--- config.mk ---
export PLATFORM = sky130hd
export DESIGN_NAME = vc_crossbar3_alloc_flat
export DESIGN_NICKNAME = d
export VERILOG_FILES = /design/src/rtl/vc_crossbar3_alloc_if.sv /design/src/rtl/vc_crossbar3_alloc.sv /design/src/flat_wrapper.sv
export SDC_FILE = /design/constraint.sdc
export NUM_CORES = 1
export LEC_CHECK = 0
export CAP_MARGIN = 20
export CORE_MARGIN = 2
export CORE_UTILIZATION = 40
export DETAILED_ROUTE_END_ITERATION = 10
export SLEW_MARGIN = 25
export SYNTH_ARGS = -nofsm -noshare
export SYNTH_HDL_FRONTEND = slang
export SYNTH_SLANG_ARGS = --single-unit
--- constraint.sdc ---
create_clock -name clk -period 4.1 [get_ports clk]
set_input_delay 0.615 -clock clk [delete_from_list [all_inputs] [get_ports clk]]
set_output_delay 0.615 -clock clk [all_outputs]
set_load 0.02 [all_outputs]
--- src/rtl/vc_crossbar3_alloc_if.sv ---
// Handshake and crossbar-facing bundle for the 3x3 switch allocator.
interface vc_crossbar3_alloc_if #(parameter int p_nbits = 32);
  logic               in0_val, in1_val, in2_val;
  logic               in0_rdy, in1_rdy, in2_rdy;
  logic [p_nbits-1:0] in0_msg, in1_msg, in2_msg;
  logic [1:0]         in0_dest, in1_dest, in2_dest;
  logic [p_nbits-1:0] xbar_in0, xbar_in1, xbar_in2;
  logic [1:0]         sel0, sel1, sel2;
  logic               out0_val, out1_val, out2_val;
  logic               out0_rdy, out1_rdy, out2_rdy;
  logic [2:0]         drop;

  modport master (
    output in0_val, in1_val, in2_val, in0_msg, in1_msg, in2_msg,
           in0_dest, in1_dest, in2_dest, out0_rdy, out1_rdy, out2_rdy,
    input  in0_rdy, in1_rdy, in2_rdy, xbar_in0, xbar_in1, xbar_in2,
           sel0, sel1, sel2, out0_val, out1_val, out2_val, drop
  );

  modport slave (
    input  in0_val, in1_val, in2_val, in0_msg, in1_msg, in2_msg,
           in0_dest, in1_dest, in2_dest, out0_rdy, out1_rdy, out2_rdy,
    output in0_rdy, in1_rdy, in2_rdy, xbar_in0, xbar_in1, xbar_in2,
           sel0, sel1, sel2, out0_val, out1_val, out2_val, drop
  );
endinterface

--- src/rtl/vc_crossbar3_alloc.sv ---
// Input queues plus per-output round-robin switch allocation for a 3x3
// crossbar, with a separate pointer set per security domain.
module vc_in_fifo #(parameter int W = 34) (
  input  logic         clk,
  input  logic         reset,
  input  logic         enq_val,
  output logic         enq_rdy,
  input  logic [W-1:0] enq_data,
  input  logic         deq,
  output logic         nempty,
  output logic [W-1:0] head
);
  logic [W-1:0] mem [2];
  logic         wp, rp;
  logic [1:0]   cnt;
  logic         enq;

  assign enq_rdy = (cnt != 2'd2);
  assign enq     = enq_val && enq_rdy;
  assign nempty  = (cnt != 2'd0);
  assign head    = mem[rp];

  always_ff @(posedge clk or negedge reset) begin
    if (!reset) begin
      mem[0] <= '0;
      mem[1] <= '0;
      wp     <= 1'b0;
      rp     <= 1'b0;
      cnt    <= 2'd0;
    end else begin
      if (enq) begin
        mem[wp] <= enq_data;
        wp      <= ~wp;
      end
      if (deq) rp <= ~rp;
      cnt <= cnt + {1'b0, enq} - {1'b0, deq};
    end
  end
endmodule

module vc_crossbar3_alloc #(parameter int p_nbits = 32) (
  input  logic                 clk,
  input  logic                 reset,
  input  logic                 cur_sd,
  vc_crossbar3_alloc_if.slave  bus
);
  localparam int W = p_nbits + 2;

  logic [2:0]              in_val, in_rdy, nempty, deq, out_val, out_rdy, drop;
  logic [2:0][W-1:0]       enq_data, head;
  logic [2:0][1:0]         head_dest, sel;
  logic [1:0][2:0][1:0]    ptr;

  assign in_val   = {bus.in2_val, bus.in1_val, bus.in0_val};
  assign out_rdy  = {bus.out2_rdy, bus.out1_rdy, bus.out0_rdy};
  assign enq_data = {{bus.in2_msg, bus.in2_dest},
                     {bus.in1_msg, bus.in1_dest},
                     {bus.in0_msg, bus.in0_dest}};

  for (genvar i = 0; i < 3; i++) begin : g_q
    vc_in_fifo #(.W(W)) u_q (
      .clk      (clk),
      .reset    (reset),
      .enq_val  (in_val[i]),
      .enq_rdy  (in_rdy[i]),
      .enq_data (enq_data[i]),
      .deq      (deq[i]),
      .nempty   (nempty[i]),
      .head     (head[i])
    );
    assign head_dest[i] = head[i][1:0];
    assign drop[i]      = nempty[i] && (head_dest[i] == 2'd3);
  end

  // Scan ptr, ptr+1, ptr+2 (mod 3) under the active domain's pointer.
  always_comb begin
    logic [2:0] idx;
    idx     = '0;
    out_val = '0;
    sel     = '0;
    for (int j = 0; j < 3; j++) begin
      for (int k = 0; k < 3; k++) begin
        idx = {1'b0, ptr[cur_sd][j]} + 3'(k);
        if (idx >= 3'd3) idx = idx - 3'd3;
        if (!out_val[j] && nempty[idx[1:0]] && head_dest[idx[1:0]] == 2'(j)) begin
          out_val[j] = 1'b1;
          sel[j]     = idx[1:0];
        end
      end
    end
  end

  always_comb begin
    deq = drop;
    for (int j = 0; j < 3; j++)
      if (out_val[j] && out_rdy[j]) deq[sel[j]] = 1'b1;
  end

  always_ff @(posedge clk or negedge reset) begin
    if (!reset) begin
      ptr <= '0;
    end else begin
      for (int j = 0; j < 3; j++)
        if (out_val[j] && out_rdy[j])
          ptr[cur_sd][j] <= (sel[j] == 2'd2) ? 2'd0 : sel[j] + 2'd1;
    end
  end

  assign bus.in0_rdy  = in_rdy[0];
  assign bus.in1_rdy  = in_rdy[1];
  assign bus.in2_rdy  = in_rdy[2];
  assign bus.xbar_in0 = head[0][W-1:2];
  assign bus.xbar_in1 = head[1][W-1:2];
  assign bus.xbar_in2 = head[2][W-1:2];
  assign bus.sel0     = sel[0];
  assign bus.sel1     = sel[1];
  assign bus.sel2     = sel[2];
  assign bus.out0_val = out_val[0];
  assign bus.out1_val = out_val[1];
  assign bus.out2_val = out_val[2];
  assign bus.drop     = drop;
endmodule
--- src/flat_wrapper.sv ---
// flat-port wrapper written by rule: the top's interface ports become plain ports
module vc_crossbar3_alloc_flat 
#(parameter int p_nbits = 32)
  (clk, reset, cur_sd, bus_in0_val, bus_in1_val, bus_in2_val, bus_in0_msg, bus_in1_msg, bus_in2_msg, bus_in0_dest, bus_in1_dest, bus_in2_dest, bus_out0_rdy, bus_out1_rdy, bus_out2_rdy, bus_in0_rdy, bus_in1_rdy, bus_in2_rdy, bus_xbar_in0, bus_xbar_in1, bus_xbar_in2, bus_sel0, bus_sel1, bus_sel2, bus_out0_val, bus_out1_val, bus_out2_val, bus_drop);
  vc_crossbar3_alloc_if #(.p_nbits(p_nbits)) bus_i ();
  input  logic clk;
  input  logic reset;
  input  logic cur_sd;
  input wire logic [$bits(bus_i.in0_val)-1:0] bus_in0_val;
  input wire logic [$bits(bus_i.in1_val)-1:0] bus_in1_val;
  input wire logic [$bits(bus_i.in2_val)-1:0] bus_in2_val;
  input wire logic [$bits(bus_i.in0_msg)-1:0] bus_in0_msg;
  input wire logic [$bits(bus_i.in1_msg)-1:0] bus_in1_msg;
  input wire logic [$bits(bus_i.in2_msg)-1:0] bus_in2_msg;
  input wire logic [$bits(bus_i.in0_dest)-1:0] bus_in0_dest;
  input wire logic [$bits(bus_i.in1_dest)-1:0] bus_in1_dest;
  input wire logic [$bits(bus_i.in2_dest)-1:0] bus_in2_dest;
  input wire logic [$bits(bus_i.out0_rdy)-1:0] bus_out0_rdy;
  input wire logic [$bits(bus_i.out1_rdy)-1:0] bus_out1_rdy;
  input wire logic [$bits(bus_i.out2_rdy)-1:0] bus_out2_rdy;
  output wire logic [$bits(bus_i.in0_rdy)-1:0] bus_in0_rdy;
  output wire logic [$bits(bus_i.in1_rdy)-1:0] bus_in1_rdy;
  output wire logic [$bits(bus_i.in2_rdy)-1:0] bus_in2_rdy;
  output wire logic [$bits(bus_i.xbar_in0)-1:0] bus_xbar_in0;
  output wire logic [$bits(bus_i.xbar_in1)-1:0] bus_xbar_in1;
  output wire logic [$bits(bus_i.xbar_in2)-1:0] bus_xbar_in2;
  output wire logic [$bits(bus_i.sel0)-1:0] bus_sel0;
  output wire logic [$bits(bus_i.sel1)-1:0] bus_sel1;
  output wire logic [$bits(bus_i.sel2)-1:0] bus_sel2;
  output wire logic [$bits(bus_i.out0_val)-1:0] bus_out0_val;
  output wire logic [$bits(bus_i.out1_val)-1:0] bus_out1_val;
  output wire logic [$bits(bus_i.out2_val)-1:0] bus_out2_val;
  output wire logic [$bits(bus_i.drop)-1:0] bus_drop;
  assign bus_i.in0_val = bus_in0_val;
  assign bus_i.in1_val = bus_in1_val;
  assign bus_i.in2_val = bus_in2_val;
  assign bus_i.in0_msg = bus_in0_msg;
  assign bus_i.in1_msg = bus_in1_msg;
  assign bus_i.in2_msg = bus_in2_msg;
  assign bus_i.in0_dest = bus_in0_dest;
  assign bus_i.in1_dest = bus_in1_dest;
  assign bus_i.in2_dest = bus_in2_dest;
  assign bus_i.out0_rdy = bus_out0_rdy;
  assign bus_i.out1_rdy = bus_out1_rdy;
  assign bus_i.out2_rdy = bus_out2_rdy;
  assign bus_in0_rdy = bus_i.in0_rdy;
  assign bus_in1_rdy = bus_i.in1_rdy;
  assign bus_in2_rdy = bus_i.in2_rdy;
  assign bus_xbar_in0 = bus_i.xbar_in0;
  assign bus_xbar_in1 = bus_i.xbar_in1;
  assign bus_xbar_in2 = bus_i.xbar_in2;
  assign bus_sel0 = bus_i.sel0;
  assign bus_sel1 = bus_i.sel1;
  assign bus_sel2 = bus_i.sel2;
  assign bus_out0_val = bus_i.out0_val;
  assign bus_out1_val = bus_i.out1_val;
  assign bus_out2_val = bus_i.out2_val;
  assign bus_drop = bus_i.drop;
  vc_crossbar3_alloc #(.p_nbits(p_nbits)) u_core (.clk(clk), .reset(reset), .cur_sd(cur_sd), .bus(bus_i));
endmodule
==> results by group, run 1 <==
Status
  – Status: completed

Power
  – Max VDD drop: 0.421 mV
  – Pwr dens: 1030 nW/um^2
  – Static leakage: 0.00627 uW

Routing
  – Final ANT Viol Nets: 0
  – Routed vias/inst: 5.09
  – Via count: 7182
  – Drt drc: 0
  – Iteration-0 DRC Markers: 306
  – Drt first pass iters: 4
  – Routed wire length: 25800 um
  – WL per Instance: 18.3 um

STA
  – RSZ-0062 raised after global routing: false
  – Final setup viols: 0
  – Fin crit share: 0.972
  – Min Tclk post-route: 3.99 ns
  – Max Fclk: 251 MHz
  – Hold slack: 0.111 ns
  – Final worst slack: 0.114 ns
  – Relative slew slack: 0.445
  – Max Slew Vio Count: 0
  – Final hold vios: 0
  – Worst-Margin Slew: 0.830 ns
  – Post-Route Skew: 0.0166 ns
  – Setup TNS: 0 ns

Worst hold path
  – Worst Hold Class: in2async

Synth
  – Area leader, netlist: dfrtp_1
  – Leading register cell type out of synthesis: dfrtp_1
  – Warnings from Yosys: 0
  – Post-Syn Nets: 904
  – FFs w/ async S/R, synth: 1.00
  – Synth Area in XOR/XNOR: 0.00965
  – Post-Synth Simple-Gate Area: 0.0498
  – Mux contribution to synthesized area: 0.340
  – Syn Area/Cell: 14.0 um^2
  – Syn Inst Count: 775
  – Commonest cells post-synth: mux2_2 (314), dfrtp_1 (228), clkbuf_1 (29)
  – Synth Register Bits: 228
  – Synth Area in Compound Gates: 0.0363
  – Adder-Cell Fraction of Synth Area: 0.0207
  – Top cells by area, synth: dfrtp_1 (52%), mux2_2 (32%), ha_1 (2.1%)
  – Sequential-to-total area share from yosys stat: 0.524
  – Post-Synthesis Cell Area: 10900 um^2
  – Largest family of logic cells by synthesized area: multiplexers
  – Post-synth cell types: 62
  – Share of the synthesized area in the top cell type: 0.524
  – Number of flops mapped to enable cells by yosys: 0
  – Most frequent cell after synthesis: mux2_2

Global routing
  – Overflow after GRT: 0
  – Tot GR Track Use: 0.183
  – Largest net degree at the start of global routing: 105
  – Antenna violations before repair: 1
  – First-pass GRT wire length: 42000 um
  – Vias in the first global route: 7686

CTS
  – CTS tree: built
  – CTS Buf Count: 28
  – Max clock buf depth: 3
  – Root Driver: clkbuf_16
  – Clk_lat worst skew: 0.55 ns
  – Clock-pin slew on the worst setup and hold paths: 0.06 ns
  – Htree depth: 1
  – # hold bufs at CTS: 0
  – Setup Fix Bufs, Post-CTS: 0
  – Clock sinks: 228

Finish
  – Multi-input logic area: 5050 um^2
  – Fillcell total: 2258
  – Area growth from synthesis to layout: 37.1%
  – Share of cells above drive strength 1: 0.424
  – Reg area: 5710 um^2
  – Fin nets: 1177
  – Post-route cell area: 14900 um^2

Floorplan
  – IO Count: 222
  – Die X: 169 um
  – Die area: 28600 um^2
  – Die Ht: 169 um
  – Core region area: 26800 um^2
  – Site row count: 60
  – Starting Density: 0.406

Placed design
  – Post-detail-place hpwl: 17700 um
  – Placed Area: 13800 um^2
  – Gp weighted congestion: 0.815
  – Port-buffer cells: 221
  – Worst slack, placed: -0.295 ns

Critical path
  – Worst-path fanout max: 7
  – RR Startpoint: u_core.g_q[2].u_q.rp
  – Arrival @ worst endpoint: 3.37 ns
  – Worst setup SP type: input pin
  – R2R setup slack: 0.62 ns
  – CP Capture Type: output port
  – Worst reg2reg path depth: 11
  – Crit Path Class: in2out
  – WP data required: 3.48 ns
  – Worst r2r dst: u_core.g_q[0].u_q.cnt[1]

Job
  – Max cap viols: 0
## cell type report
cell class / count / share of cell area
Antenna cell: 2 / 0.000335
Clock buffer: 37 / 0.0539
Clock inverter: 14 / 0.0149
Inverter: 17 / 0.00428
Multi-Input combinational cell: 497 / 0.339
Sequential cell: 228 / 0.382
Tap cell: 341 / 0.0286
Timing Repair Buffer: 276 / 0.177
## per-layer routing
layer / global-route usage / up-vias / wire [um]
li1: - / 3384 / -
met1: 0.242 / 3605 / 11500
met2: 0.300 / 161 / 12200
met3: 0.0535 / 32 / 1660
met4: 0.0424 / 0 / 473
met5: 0 / - / 0
## placed cells by master (no fill, tap or decap), drive strengths merged, types with 12 or more instances in the layout
master,n
mux2,316
dfrtp,228
clkdlybuf4s50,216
buf,56
clkbuf,37
ha,18
inv,17
nor2,14
nand2b,12
## worst max-delay path, cell delays in order
cell and delay [ns]:
dlygate4sd2_1 0.32, buf_6 0.20, mux2i_2 0.30, inv_1 0.10, ha_1 0.29, a2111oi_0 0.55
o32a_1 0.26, or3_1 0.13, clkdlybuf4s50_1 0.60
## worst max path at each step
stage / startpoint / to / cells after the start
floorplan: cur_sd / u_core.g_q[1].u_q.cnt[1] / 15
global placement: cur_sd / bus_sel2[0] / 12
detailed placement: cur_sd / bus_sel2[0] / 12
CTS: u_core.ptr[8] / bus_out1_val / 9
finish: cur_sd / bus_out0_val / 9
global route: u_core.g_q[2].u_q.rp / bus_out1_val / 6
## cells by family after synthesis
group,count (synthesis)
compound gates,47
flops,228
buf+inv,50
fa+ha+maj,18
simple gates,93
mux,327
xor+xnor,12
## registers in the layout, summed over array words and instances, names as in the netlist
signal              flops
u_core.g_q.u_q.mem    204
u_core.ptr             12
u_core.g_q.u_q.cnt      6
u_core.g_q.u_q.rp       3
u_core.g_q.u_q.wp       3
## stage by stage
step	std cells	utilization	total power, uW
2_1_floorplan	775	-	9290
3_3_place_gp	1359	0.516	12600
3_5_place_dp	1359	0.516	12700
4_1_cts	1410	0.556	15500
5_1_grt	1410	0.557	16300
6_report	1412	0.557	15300
## repair_timing
action                                  4_1_cts  5_1_grt
resized for setup                            13        3
pin swaps                                     0        0
endpoints found under the setup margin        7        2
## power by group
group | total, uW | switching (uW) | internal, uW | leakage, uW
clock | 2700 | 1000 | 1690 | 0.000507
sequential | 4070 | 635 | 3440 | 0.00269
combinational | 8530 | 3960 | 4580 | 0.00308
(Power assumes the default switching activity.)
==> run 2: changes to the inputs <==
--- a/config.mk
+++ b/config.mk
@@ -9,6 +9,7 @@
 export CORE_MARGIN = 2
 export CORE_UTILIZATION = 40
 export DETAILED_ROUTE_END_ITERATION = 10
+export DONT_BUFFER_PORTS = 1
 export SLEW_MARGIN = 25
 export SYNTH_ARGS = -nofsm -noshare
 export SYNTH_HDL_FRONTEND = slang
==> results by group, run 2 (synthesized netlist as in run 1, its figures left out) <==
Critical path
  – Worst reg2reg path depth: 14 (+3)
  – Worst Path Buf+Inv: 1 (-3)
  – Crit-path max cell delay: 0.56 ns (-0.04 ns)
  – R2R setup slack: 0.42 ns (-0.20 ns)
  – Most frequent cell on the critical path: ha_1
  – Worst r2r dst: u_core.g_q[0].u_q.cnt[1]
  – Crit Path Class: reg2reg
  – CP delay by family, top: compound AO/OA/AOI/OAI gates
  – Ordered list of cells on the worst path: nand2_1 > a21boi_0 > ha_1 > nand2b_1 > a2111oi_1 > a2111oi_2 > a31o_2 > o32ai_1 > a221o_1 > ha_1 > inv_1 > ha_1 > xnor2_1 > xnor2_1
  – Crit-path slowest cell: a2111oi_1
  – Arrival @ worst endpoint: 4.13 ns (+0.76 ns)
  – CP Capture Type: flop
  – Worst setup SP type: flop
  – Worst-path fanout max: 7 (unchanged)
  – RR Startpoint: u_core.ptr[8]
  – WP data required: 4.55 ns (+1.07 ns)

CTS
  – Clk_lat worst skew: 0.53 ns (-0.02 ns)
  – Cts repair resizes: 0 (-13)
  – CTS tree: built
  – Clock sinks: 228 (unchanged)
  – CTS Buf Count: 26 (-7.1%)
  – Setup Fix Bufs, Post-CTS: 0 (unchanged)
  – Max clock buf depth: 3 (unchanged)
  – Root Driver: clkbuf_16
  – Htree depth: 1 (unchanged)
  – Clock-pin slew on the worst setup and hold paths: 0.06 ns (about the same)

Placed design
  – Port-buffer cells: 0 (-100%)
  – Post-detail-place hpwl: 17600 um (-0.96%)
  – Gp weighted congestion: 0.870 (+6.7%)
  – Placed Area: 11300 um^2 (-18%)

STA
  – Final setup viols: 0 (unchanged)
  – Max Slew Vio Count: 0 (unchanged)
  – Hold slack: -0.208 ns (-0.319 ns)
  – Fin crit share: 0.897 (-0.0752)
  – Relative slew slack: 0.355 (-0.0895)
  – Min Tclk post-route: 3.68 ns (-0.308 ns)
  – Setup TNS: 0 ns (unchanged)
  – Post-Route Skew: 0.00955 ns (-0.00705 ns)
  – Worst-Margin Slew: 0.966 ns (+0.136 ns)
  – RSZ-0062 raised after global routing: false
  – Max Fclk: 272 MHz (+8.4%)
  – Final hold vios: 228 (+228)

Floorplan
  – Core region area: 26800 um^2 (unchanged)
  – Die X: 169 um (unchanged)
  – Starting Density: 0.406 (unchanged)
  – Site row count: 60 (unchanged)
  – IO Count: 222 (unchanged)
  – Die Ht: 169 um (unchanged)
  – Die area: 28600 um^2 (unchanged)

Power
  – P_int: 7860 uW (-19%)
  – Sequential Power Share: 0.313 (+0.047)
  – Comb pwr share: 0.497 (-0.061)
  – Pwr dens: 1070 nW/um^2 (+4.2%)
  – Clk pwr share: 0.189 (+0.013)
  – Switching share of power: 0.402 (+0.0359)
  – Max VDD drop: 0.422 mV (+0.25%)
  – Sw power: 5280 uW (-5.7%)
  – Static leakage: 0.00515 uW (-18%)

Global routing
  – Tot GR Track Use: 0.172 (-0.0112)
  – Vias in the first global route: 6917 (-10%)
  – First-pass GRT wire length: 39100 um (-6.8%)
  – Largest net degree at the start of global routing: 229 (+120%)
  – Overflow after GRT: 0 (unchanged)
  – Antenna violations before repair: 2 (+1)

Finish
  – Fin nets: 912 (-23%)
  – Post-route cell area: 12300 um^2 (-18%)
  – Commonest cells after routing, fill and taps aside: mux2_2 (314), dfrtp_1 (225), clkbuf_16 (26)
  – Registers with the most flip-flops: u_core.g_q.u_q.mem: 204 flops, u_core.ptr: 12 flops, u_core.g_q.u_q.cnt: 6 flops
  – Max reg flops: 204 (unchanged)
  – Commonest non-fill, non-tap cell in the layout: mux2_2
  – Area growth from synthesis to layout: 13.0%
  – Share of cells above drive strength 1: 0.499 (+0.0756)
  – Biggest register: u_core.g_q.u_q.mem

Routing
  – Drt drc: 0 (unchanged)
  – Routed wire length: 25100 um (-2.9%)
  – Iteration-0 DRC Markers: 298 (-2.6%)
  – WL per Instance: 21.9 um (+20%)
  – Drt first pass iters: 5 (+1)
  – Final ANT Viol Nets: 0 (unchanged)
  – Routed vias/inst: 5.61 (+10%)
  – Via count: 6428 (-10%)

Job
  – Max cap viols: 0 (unchanged)

Status
  – Status: complete, but fails checks
  – Failing checks: negative hold slack

Worst hold path
  – Worst Hold Class: in2async
## run 2: power by group through the flow
stage          combinational [uW]  sequential (uW)  clock (uW)
2_1_floorplan                5440             3850           0
3_3_place_gp                 6320             4040           0
3_5_place_dp                 6540             4140           0
4_1_cts                      6550             4120        2560
5_1_grt                      7000             4270        2650
6_report                     6530             4120        2490
## run 2: layout make-up
type,instances,area (um^2)
diodes,2,5.00
clock buffers,37,772
clock inverters,11,173
fillers,2319,14500
inverters,17,63.8
multi-input cells,497,5010
flip-flops and latches,228,5710
well taps,341,427
repair buffers,13,143
## run 2: routing by layer
| metal | routed length (um) | vias to the layer above | global-route usage |
|---|---|---|---|
| li1 | - | 2855 | - |
| met1 | 9610 | 3302 | 0.203 |
| met2 | 12500 | 216 | 0.293 |
| met3 | 2200 | 53 | 0.0601 |
| met4 | 808 | 2 | 0.0576 |
| met5 | 13 | - | 0 |
## run 2: metrics by stage
stage / setup slack (ns) / hold slack (ns) / util / instances / total power [uW]
floorplan: 0.0783 / 0.319 / - / 775 / 9290
global placement: 0.359 / 0.324 / 0.421 / 1093 / 10400
detailed placement: 0.222 / 0.327 / 0.421 / 1094 / 10700
CTS: 0.460 / -0.249 / 0.457 / 1142 / 13200
global route: 0.133 / -0.248 / 0.459 / 1144 / 13900
finish: 0.422 / -0.208 / 0.459 / 1146 / 13100
## run 2: how the worst max path moves through the flow
stage,start,end,cells past startpoint
finish,u_core.ptr[8],u_core.g_q[0].u_q.cnt[1],14
global route,u_core.ptr[8],u_core.g_q[0].u_q.cnt[1],14
CTS,u_core.ptr[8],u_core.g_q[0].u_q.cnt[1],14
detailed placement,cur_sd,u_core.g_q[0].u_q.cnt[1],13
global placement,cur_sd,u_core.g_q[0].u_q.cnt[1],13
floorplan,cur_sd,u_core.g_q[1].u_q.cnt[1],15
==> run 3: changes to the inputs <==
--- a/config.mk
+++ b/config.mk
@@ -14,3 +14,4 @@
 export SYNTH_ARGS = -nofsm -noshare
 export SYNTH_HDL_FRONTEND = slang
 export SYNTH_SLANG_ARGS = --single-unit
+export TNS_END_PERCENT = 10
==> results of run 3 <==
Final layout, timing and power as in run 2 (identical DEF).
